===== src/rtl/cycle_monitor.sv =====
// Run-cycle monitor: holds a core in reset, counts its RUN cycles and output changes, and stops on a halt value or timeout.
// Optional history FIFO of changed values is built when CYCLE_MONITOR_HISTORY_EN is defined.
module cycle_monitor #(
   parameter int CNT_WIDTH   = 16,
   parameter int DATA_WIDTH  = 16,
   parameter int HOLD_CYCLES = 3,
   parameter int TIMEOUT     = 1000,
   parameter int HIST_DEPTH  = 8
) (
   input  logic                          Clk,
   input  logic                          Rst,
   output logic                          CoreRst,
   input  logic [DATA_WIDTH-1:0]         DataIn,
   input  logic                          HaltEn,
   input  logic [DATA_WIDTH-1:0]         HaltValue,
   input  logic                          Restart,
   output logic [CNT_WIDTH-1:0]          ClockCount,
   output logic [CNT_WIDTH-1:0]          ChangeCount,
   output logic [DATA_WIDTH-1:0]         LastValue,
   output logic [1:0]                    State,
   output logic                          Done,
   output logic                          TimedOut,
   input  logic                          HistRdEn,
   output logic [DATA_WIDTH-1:0]         HistRdData,
   output logic                          HistEmpty,
   output logic [$clog2(HIST_DEPTH):0]   HistCount,
   output logic                          HistOverflow
);

   localparam int HOLD_W  = (HOLD_CYCLES > 1) ? $clog2(HOLD_CYCLES) : 1;
   localparam int HIST_AW = $clog2(HIST_DEPTH);
   localparam int HIST_CW = HIST_AW + 1;

   localparam logic [HOLD_W-1:0]    HOLD_LAST   = HOLD_W'(HOLD_CYCLES - 1);
   localparam logic [CNT_WIDTH-1:0] TIMEOUT_VAL = CNT_WIDTH'(TIMEOUT);

   typedef enum logic [1:0] {
      S_HOLD    = 2'b00,
      S_RUN     = 2'b01,
      S_DONE    = 2'b10,
      S_TIMEOUT = 2'b11
   } state_t;

   state_t                  state_q, state_d;
   logic [HOLD_W-1:0]       hold_cnt_q, hold_cnt_d;
   logic [CNT_WIDTH-1:0]    clock_cnt_q, clock_cnt_d;
   logic [CNT_WIDTH-1:0]    change_cnt_q, change_cnt_d;
   logic [DATA_WIDTH-1:0]   last_value_q, last_value_d;
   logic                    core_rst_q, core_rst_d;
   logic                    done_q, done_d;
   logic                    timed_out_q, timed_out_d;
   logic                    data_changed;

   assign data_changed = (DataIn != last_value_q);

   always_comb begin
      // NOTE: every variable gets a default before the case so no latch is inferred.
      state_d      = state_q;
      hold_cnt_d   = hold_cnt_q;
      clock_cnt_d  = clock_cnt_q;
      change_cnt_d = change_cnt_q;
      last_value_d = last_value_q;
      unique case (state_q)
         S_HOLD: begin
            if (hold_cnt_q == HOLD_LAST) begin
               state_d    = S_RUN;
               hold_cnt_d = '0;
            end else begin
               hold_cnt_d = hold_cnt_q + HOLD_W'(1);
            end
         end
         S_RUN: begin
            clock_cnt_d  = clock_cnt_q + CNT_WIDTH'(1);
            if (data_changed && (change_cnt_q != '1))
               change_cnt_d = change_cnt_q + CNT_WIDTH'(1);
            last_value_d = DataIn;
            // Halt wins over timeout when both land on the same cycle.
            if (HaltEn && (DataIn == HaltValue))
               state_d = S_DONE;
            else if (clock_cnt_d == TIMEOUT_VAL)
               state_d = S_TIMEOUT;
         end
         default: begin
            if (Restart) begin
               state_d      = S_HOLD;
               hold_cnt_d   = '0;
               clock_cnt_d  = '0;
               change_cnt_d = '0;
               last_value_d = '0;
            end
         end
      endcase
      core_rst_d  = (state_d == S_HOLD) || (state_d == S_TIMEOUT);
      done_d      = (state_d == S_DONE);
      timed_out_d = (state_d == S_TIMEOUT);
   end

   always_ff @(posedge Clk) begin
      // NOTE: sequential state uses non-blocking assignments; reset is synchronous and overrides everything.
      if (Rst) begin
         state_q      <= S_HOLD;
         hold_cnt_q   <= '0;
         clock_cnt_q  <= '0;
         change_cnt_q <= '0;
         last_value_q <= '0;
         core_rst_q   <= 1'b1;
         done_q       <= 1'b0;
         timed_out_q  <= 1'b0;
      end else begin
         state_q      <= state_d;
         hold_cnt_q   <= hold_cnt_d;
         clock_cnt_q  <= clock_cnt_d;
         change_cnt_q <= change_cnt_d;
         last_value_q <= last_value_d;
         core_rst_q   <= core_rst_d;
         done_q       <= done_d;
         timed_out_q  <= timed_out_d;
      end
   end

   assign State       = state_q;
   assign CoreRst     = core_rst_q;
   assign ClockCount  = clock_cnt_q;
   assign ChangeCount = change_cnt_q;
   assign LastValue   = last_value_q;
   assign Done        = done_q;
   assign TimedOut    = timed_out_q;

`ifdef CYCLE_MONITOR_HISTORY_EN
   logic [DATA_WIDTH-1:0] hist_mem_q [HIST_DEPTH];
   logic [HIST_AW-1:0]    hist_wr_ptr_q, hist_wr_ptr_d;
   logic [HIST_AW-1:0]    hist_rd_ptr_q, hist_rd_ptr_d;
   logic [HIST_CW-1:0]    hist_cnt_q, hist_cnt_d;
   logic                  hist_ovf_q, hist_ovf_d;
   logic [DATA_WIDTH-1:0] hist_rd_data_q, hist_rd_data_d;
   logic                  hist_push, hist_pop, hist_clear, hist_full;

   always_comb begin
      hist_push      = (state_q == S_RUN) && data_changed;
      hist_clear     = ((state_q == S_DONE) || (state_q == S_TIMEOUT)) && Restart;
      hist_full      = (hist_cnt_q == HIST_CW'(HIST_DEPTH));
      hist_pop       = HistRdEn && (hist_cnt_q != '0);
      hist_wr_ptr_d  = hist_wr_ptr_q;
      hist_rd_ptr_d  = hist_rd_ptr_q;
      hist_cnt_d     = hist_cnt_q;
      hist_ovf_d     = hist_ovf_q;
      hist_rd_data_d = '0;
      if (!hist_clear) begin
         if (hist_push)
            hist_wr_ptr_d = hist_wr_ptr_q + HIST_AW'(1);
         // A push into a full FIFO retires the oldest entry; only an unpaired push counts as overflow.
         if (hist_push && hist_full) begin
            hist_rd_ptr_d = hist_rd_ptr_q + HIST_AW'(1);
            if (!hist_pop)
               hist_ovf_d = 1'b1;
         end else begin
            if (hist_pop)
               hist_rd_ptr_d = hist_rd_ptr_q + HIST_AW'(1);
            if (hist_push && !hist_pop)
               hist_cnt_d = hist_cnt_q + HIST_CW'(1);
            else if (!hist_push && hist_pop)
               hist_cnt_d = hist_cnt_q - HIST_CW'(1);
         end
         if (hist_cnt_d == '0)
            hist_rd_data_d = '0;
         else if (hist_push && (hist_wr_ptr_q == hist_rd_ptr_d))
            hist_rd_data_d = DataIn;
         else
            hist_rd_data_d = hist_mem_q[hist_rd_ptr_d];
      end else begin
         hist_wr_ptr_d = '0;
         hist_rd_ptr_d = '0;
         hist_cnt_d    = '0;
         hist_ovf_d    = 1'b0;
      end
   end

   always_ff @(posedge Clk) begin
      if (Rst) begin
         hist_wr_ptr_q  <= '0;
         hist_rd_ptr_q  <= '0;
         hist_cnt_q     <= '0;
         hist_ovf_q     <= 1'b0;
         hist_rd_data_q <= '0;
      end else begin
         hist_wr_ptr_q  <= hist_wr_ptr_d;
         hist_rd_ptr_q  <= hist_rd_ptr_d;
         hist_cnt_q     <= hist_cnt_d;
         hist_ovf_q     <= hist_ovf_d;
         hist_rd_data_q <= hist_rd_data_d;
      end
   end

   // NOTE: storage is not reset; the count and pointers alone define which entries are valid.
   always_ff @(posedge Clk) begin
      if (hist_push && !Rst)
         hist_mem_q[hist_wr_ptr_q] <= DataIn;
   end

   assign HistRdData   = hist_rd_data_q;
   assign HistEmpty    = (hist_cnt_q == '0);
   assign HistCount    = hist_cnt_q;
   assign HistOverflow = hist_ovf_q;
`else
   logic unused_hist_rd_en;
   assign unused_hist_rd_en = HistRdEn;

   assign HistRdData   = '0;
   assign HistEmpty    = 1'b1;
   assign HistCount    = '0;
   assign HistOverflow = 1'b0;
`endif

endmodule

===== config.mk =====
export PLATFORM = sky130hd
export DESIGN_NAME = cycle_monitor
export DESIGN_NICKNAME = d
export VERILOG_FILES = /design/src/rtl/cycle_monitor.sv
export SDC_FILE = /design/constraint.sdc
export NUM_CORES = 1
export LEC_CHECK = 0
export CAP_MARGIN = 25
export CORE_ASPECT_RATIO = 2
export CORE_MARGIN = 2
export CORE_UTILIZATION = 41
export CTS_BUF_LIST = sky130_fd_sc_hd__clkbuf_16
export DETAILED_ROUTE_END_ITERATION = 10
export GPL_TIMING_DRIVEN = 0
export PLACE_DENSITY = 0.77
export SYNTH_ARGS = -nofsm -noshare
export SYNTH_HDL_FRONTEND = slang
export SYNTH_SLANG_ARGS = --single-unit

===== constraint.sdc =====
create_clock -name Clk -period 2.1 [get_ports Clk]
set_input_delay 0.21 -clock Clk [delete_from_list [all_inputs] [get_ports Clk]]
set_output_delay 0.21 -clock Clk [all_outputs]
set_load 0.03 [all_outputs]

==> results of run 1 <==
## worst max path at each step
stage	from	end	slack, ns
global placement	DataIn[14]	ChangeCount[0]	-0.35
floorplan	State[0]	CoreRst	0.005
finish	ClockCount[1]	CoreRst	0.05
CTS	ClockCount[0]	CoreRst	-0.03
global route	ClockCount[1]	CoreRst	-0.08
detailed placement	DataIn[14]	ChangeCount[0]	-0.31
## power groups by stage
stage	clock (mW)	combinational, mW	sequential [mW]
floorplan	0	0.290	1.18
global placement	0	0.535	1.13
detailed placement	0	0.539	1.13
CTS	0.945	0.553	1.10
global route	0.991	0.609	1.11
finish	0.919	0.564	1.11
## sequential cells by signal, summed over array words and instances (netlist names)
| name | cells |
|---|---|
| ChangeCount | 16 |
| ClockCount | 16 |
| CoreRst | 1 |
| Done | 1 |
| LastValue | 16 |
| State | 2 |
| TimedOut | 1 |
| hold_cnt_q | 2 |
## placed cells by master (no fill, tap or decap), types with 3 or more instances in the layout
| cell type | count |
|---|---|
| a21oi_1 | 30 |
| nor2b_1 | 3 |
| buf_4 | 31 |
| a22oi_1 | 20 |
| clkdlybuf4s50_1 | 86 |
| nor3_1 | 8 |
| nor2_1 | 41 |
| buf_6 | 5 |
| nor4_2 | 4 |
| o21ai_0 | 17 |
| clkbuf_16 | 5 |
| dfxtp_2 | 7 |
| nand3_1 | 13 |
| o21ai_1 | 8 |
| nand4_1 | 12 |
| dfxtp_1 | 44 |
| nor4_1 | 5 |
| a311oi_1 | 6 |
| dfxtp_4 | 4 |
| xor2_1 | 28 |
| and3_4 | 3 |
| xnor2_1 | 7 |
| conb_1 | 22 |
| or3_1 | 16 |
| nand2_1 | 23 |
| clkbuf_1 | 12 |
## logic make-up after synthesis
kind of cell | after synthesis
xor gates and xnor gates | 36
adders and majority gates | 4
DFF | 55
other | 2
muxes | 1
buffers and inverters | 48
and+or+nand+nor | 148
AOI/OAI and AO/OA | 95
## worst register-to-register path: cells and delay by family, from the launching register on
kind | cells | cell delay [ns]
adder cells (fa/ha/maj) | 2 | 0.48
flip-flops | 1 | 0.36
AO/OA/AOI/OAI | 2 | 0.38
AND/OR/NAND/NOR | 5 | 0.79
## cell usage after synthesis, types with 9 or more instances
cell type  number  area share (%)
xor2_1         29             8.2
clkbuf_1       18             2.2
nor4_1          9             1.8
o21ai_0        18             2.9
a21oi_1        30             4.8
dfxtp_1        55              35
nand4_1        12             2.4
or3_1          16             3.2
buf_4          23             5.6
nor2_1         42             5.1
a22oi_1        21             5.1
nand3_1        14             2.3
nand2_1        23             2.8
nor3_1         11             1.8
## through the flow
stage | instance area, sq um | util (%) | setup WS [ns]
floorplan | 3200 | - | 0.00512
global placement | 4180 | 55.9 | -0.351
detailed placement | 4180 | 55.9 | -0.310
CTS | 4410 | 58.8 | -0.0295
global route | 4570 | 61.0 | -0.0826
finish | 4570 | 61.0 | 0.0477
## cell type report
class | instances | share of cell area, %
multi-input cells | 306 | 42.1
well taps | 94 | 2.57
inverters | 2 | 0.164
plain buffers | 42 | 6.00
clock buffers | 5 | 2.74
repair buffers | 97 | 20.9
clock inverters | 3 | 0.849
flip-flops and latches | 55 | 24.6
## layer usage
layer  vias to the layer above  global-route usage [%]  share of wire, %
li1                       1600                       -                 -
met1                      1499                    26.1                43
met2                       116                    32.6                49
met3                        12                    5.19               6.3
met4                         0                    6.99               1.9
met5                         -                       0                 0
## repair_timing
action / 4_1_cts / 5_1_grt
resized for setup: 7 / 40
buffers inserted: 5 / 5
setup endpoints to repair: 5 / 25
pin swaps: 7 / 14
hold buffers: 0 / 0
==> summary.md, run 1 <==
| Metric | Value |
|---|---|
| Switching power | `0.719 mW` |
| Clock slew at reported path FFs | `0.06 ns` |
| Reg2Reg Capture Point | `CoreRst` |
| Clk_skew | `between 0.002 and 0.003 ns` |
| P_int | `about 1.9 mW` |
| Register area | `0.00112 sq mm` |
| CP required | `between 2 and 2.5 ns` |
| Synth Area in Adders | `1.61%` |
| Share of cells above drive strength 1 | `16.3%` |
| XOR/XNOR Fraction of Synth Area | `10.1%` |
| CP most frequent cell | `and3_4` |
| Worst-Skew Late Latency | `0.29 ns` |
| Initial drt markers | `~260` |
| Die H | `about 130 um` |
| Remaining DRCs | `0` |
| Number of synthesized flops with an enable pin | `0` |
| Grt ovf | `0` |
| Avg Synthesized Cell Area | `7.99 sq um` |
| Worst setup SP type | `flip-flop` |
| HPWL Detailed | `6040 um` |
| Worst slew pin tran | `0.539 ns` |
| Drt pass-1 iters | `4` |
| R2R setup slack | `0.05 ns` |
| GP Congestion | `0.917` |
| Initial Utilization | `41.5%` |
| CP endpoint kind | `flip-flop` |
| Vias in the first global route | `roughly 2900` |
| Worst path cell trace | `ha_4, and3_4, and3_4, nor4_2, a31o_1, nand4_1, o31ai_2, ha_2, nand2b_1` |
| Layout Nets | `550` |
| Max Root-Sink Buffers | `2` |
| Result of the run | `complete, no violations` |
| CP Data Arrival Time | `2.29 ns` |
| Die Wd | `65.6 um` |
| Number of fill cells in the layout | `about 670` |
| Fmax achieved | `487 MHz` |
| Synth-to-Final Area Change | `47.0%` |
| Slowest stage delay, CP | `0.36 ns` |
| Peak supply drop | `0.408 mV` |
| Max Cap Viol | `0` |
| Largest net degree at the start of global routing | `17` |
| Overall global routing resource usage | `20.3%` |
| Asr flop ratio synth | `0%` |
| Core Region | `0.00749 sq mm` |
| DR vias | `3227` |
| Logic pwr share | `21.8%` |
| Area occupied by multi-input gates | `0.00192 sq mm` |
| Mapped cell area | `0.00311 sq mm` |
| HP Class | `in2reg` |
| Fin crit period | `a little over 2 ns` |
| Vias per cell | `5.34` |
| Port Buf Inserts | `between 80 and 90` |
| ANT nets after route | `0` |
| Final setup vio count | `0` |
| Final WL | `8300 um` |
| Initial antenna violation count | `0` |
| Compound-Gate Fraction of Synth Area | `18.9%` |
| Antenna Cells | `0` |
| WS Path Type | `reg2reg` |
| Inst Count DP | `just under 600` |
| Post-Synth Simple-Gate Area | `between 20% and 30%` |
| Final std cells w/o fill | `604` |
| Ys flop type | `dfxtp_1` |
| PD cells | `567 mW/mm^2` |
| Sink Count | `55` |
| Clk pwr share | `35.5%` |
| Slew headroom | `64.1%` |
| Crit path buf inv count | `0` |
| Hold Path Cell Cnt | `2` |
| Sequential Power Share | `42.7%` |
| Final Max Tran Viols | `0` |
| RR Startpoint | `ClockCount[1]` |
| Final worst path period share | `97.7%` |
| TritonCTS Buffers | `5` |
| Sequential area share after synthesis | `between 30 and 40%` |
| Largest family of logic cells by synthesized area | `simple AND/OR/NAND/NOR gates` |
| CP max-delay cell | `dfxtp_4` |
| Total number of H-tree levels | `2` |
| Hold Violations, Final | `0` |
| Min-Delay Endpoint | `TimedOut` |
| Stages on the worst setup path | `9` |
| Reg2Reg Depth | `9` |
| Switching Fraction | `between 20% and 30%` |
| CP max FO | `6` |
| Clock root buffer | `clkbuf_16` |
| Die ar. | `0.00834 sq mm` |
| Synth cell types | `42` |
| CTS tree | `done` |
| Io pins | `112` |
| Mux share of post-synthesis cell area | `0.322%` |
| RSZ-0062 raised after global routing | `yes` |
| Synthesis Warnings | `0` |
| Number of synthesized register bits | `55` |
| Fin Hold WS | `0.224 ns` |
| First-pass GRT wire length | `13600 um` |
| Total Neg Setup Slack | `0 ns` |
| Mapped Cells | `~400` |
| Wire per inst | `around 14 um` |
| Std-Cell Rows | `45` |
| Power after layout | `2.59 mW` |
| Pleak | `1.67 nW` |
| Hold_sp | `Rst` |
| CP delay by family, top | `simple AND/OR/NAND/NOR gates` |
(Power assumes the default switching activity.)
==> run 2, diff against run 1 <==
- MAX_ROUTING_LAYER: unset -> met4
- clock period: 2.1 -> 1.8 ns (I/O delays scaled with it)
==> run 2 against run 1 <==
Against the previous run: the run now ends with setup timing left; setup slack worse by 0.25 ns; via count up 4.1%; sequential share of layout area down 0.59 points; final cell count up 2.8%; first-iteration DRC count down 6.4%; wire length up 10%; maximum frequency up 2.3%; combinational power up 31%; highest routed layer unchanged; power up 15%; register-to-register slack worse by 0.25 ns.
==> summary.md, run 2 (synthesis gave the netlist of run 1 again) <==
| Metric | Value |
|---|---|
| Result of the run | `complete, but fails checks` |
| Violated checks | `setup timing` |
| Placed inst area | `0.00428 sq mm` |
| Sink Count | `55` |
| P_int | `between 2 and 2.5 mW` |
| Die Wd | `between 60 and 70 um` |
| GP Congestion | `between 0.9 and 1` |
| Final worst path period share | `111%` |
| Clk pwr share | `roughly 32%` |
| CP endpoint kind | `flip-flop` |
| Worst-Skew Late Latency | `a little over 0.3 ns` |
| Final WL | `~9000 um` |
| Final core utilization | `64.8%` |
| Vias per cell | `5.41` |
| Logic pwr share | `24.8%` |
| Setup crit start | `ClockCount[1]` |
| CP delay by family, top | `simple AND/OR/NAND/NOR gates` |
| Clock root buffer | `clkbuf_16` |
| Commonest non-fill, non-tap cell in the layout | `clkdlybuf4s50_1` |
| Initial antenna violation count | `0` |
| ANT nets after route | `0` |
| First-pass GRT wire length | `14600 um` |
| Peak supply drop | `~0.49 mV` |
| Fin Hold WS | `~0.19 ns` |
| Overall global routing resource usage | `22.7%` |
| CP max-delay cell | `dfxtp_4` |
| RSZ-0062 raised after global routing | `yes` |
| Share of cells above drive strength 1 | `27.7%` |
| Hold Violations, Final | `0` |
| Remaining DRCs | `0` |
| DR vias | `3359` |
| PD cells | `614 mW/mm^2` |
| Hold buffers post-CTS | `0` |
| Fmax achieved | `approximately 500 MHz` |
| Sequential Power Share | `43.0%` |
| Total number of H-tree levels | `2` |
| RR Startpoint | `ClockCount[1]` |
| HPWL Detailed | `6210 um` |
| Io pins | `112` |
| Worst path cell trace | `ha_4, and3_4, and3_4, nor4_4, a31o_1, nand4_1, o31ai_2, ha_1, nand2b_1` |
| Design area | `roughly 0.0049 sq mm` |
| Clk_skew | `~0.0072 ns` |
| Initial drt markers | `247` |
| Hold_sp | `Rst` |
| Synth-to-Final Area Change | `56.1%` |
| CP required | `between 2 and 2.5 ns` |
| CTS tree | `done` |
| Std-Cell Rows | `45` |
| Max Cap Viol | `0` |
| Vias in the first global route | `3124` |
| CP Data Arrival Time | `2.26 ns` |
| Drt pass-1 iters | `4` |
| Core Region | `0.00749 sq mm` |
| Pleak | `1.84 nW` |
| Most frequent cells in the layout | `77 x clkdlybuf4s50_1, 44 x buf_4, 41 x nor2_1, 28 x dfxtp_2` |
| Largest net degree at the start of global routing | `16` |
| Layout Nets | `around 570` |
| Initial Utilization | `41.5%` |
| Setup ws final | `-0.206 ns` |
| Slew headroom | `~63%` |
| WS Path Type | `reg2reg` |
| Antenna Cells | `0` |
| CP most frequent cell | `and3_4` |
| Worst slew pin tran | `~0.56 ns` |
| Clock slew at reported path FFs | `0.07 ns` |
| Grt ovf | `0` |
| Final setup vio count | `19` |
| Die H | `roughly 130 um` |
| Power after layout | `2.98 mW` |
| Wire per inst | `between 10 and 15 um` |
| Worst setup SP type | `flip-flop` |
| Fin crit period | `2.01 ns` |
| Final Max Tran Viols | `0` |
| TritonCTS Buffers | `5` |
| Switching Fraction | `30.1%` |
| Slowest stage delay, CP | `0.36 ns` |
| Die ar. | `0.00834 sq mm` |
| Switching power | `around 0.9 mW` |
| Port Buf Inserts | `87` |
| Max Root-Sink Buffers | `2` |
| Crit path buf inv count | `0` |
| HP Class | `in2reg` |
| CP max FO | `4` |
[run 2: repair_timing]
| action | in CTS | in global routing |
|---|---|---|
| setup endpoints to repair | 33 | 45 |
| gates cloned | 2 | 0 |
| pin swaps | 34 | 26 |
| hold endpoints to repair | 0 | 0 |
| buffers inserted | 24 | 2 |
| resized for setup | 44 | 32 |
[run 2: power groups by stage]
stage               clock network [mW]  logic (mW)  registers, mW
floorplan                            0       0.341           1.37
global placement                     0       0.626           1.31
detailed placement                   0       0.631           1.31
CTS                              0.963       0.716           1.28
global route                      1.00       0.790           1.29
finish                           0.960       0.738           1.28
[run 2: routing by layer]
metal | part of all wire (%) | track usage (%) | vias to the layer above | wire length (um)
met4 | 1.9 | 9.07 | 0 | 178
met5 | 0 | - | - | 0
met1 | 40 | 26.8 | 1579 | 3620
li1 | - | - | 1630 | -
met3 | 6.4 | 3.87 | 11 | 589
met2 | 52 | 37.8 | 139 | 4760
[run 2: cell type report]
cell class                      count  area (sq um)
Buffer                             41           277
Clock buffer                        5           125
Clock inverter                      3          12.5
Fill cell                         639          2640
Inverter                            2          7.51
Multi-Input combinational cell    306          2020
Sequential cell                    55          1170
Tap cell                           94           118
Timing Repair Buffer              115          1130
[run 2: stage by stage]
stage	cells	setup TNS [ns]	setup slack (ns)
final	621	-1.35	-0.206
after floorplan	409	-0.240	-0.132
after CTS	619	-0.823	-0.206
after global routing	621	-2.96	-0.337
after global placement	590	-9.25	-0.567
after detailed placement	590	-10.07	-0.585
[run 2: path summary, 6_finish.rpt]
| path | slack [ns] | end | cells past startpoint |
|---|---|---|---|
| worst max-delay path | -0.21 | CoreRst | 9 |
| worst min-delay path | 0.19 | TimedOut | 2 |
| worst max register to register | -0.21 | CoreRst | 9 |
| worst min register to register | 0.48 | ChangeCount[11] | 2 |
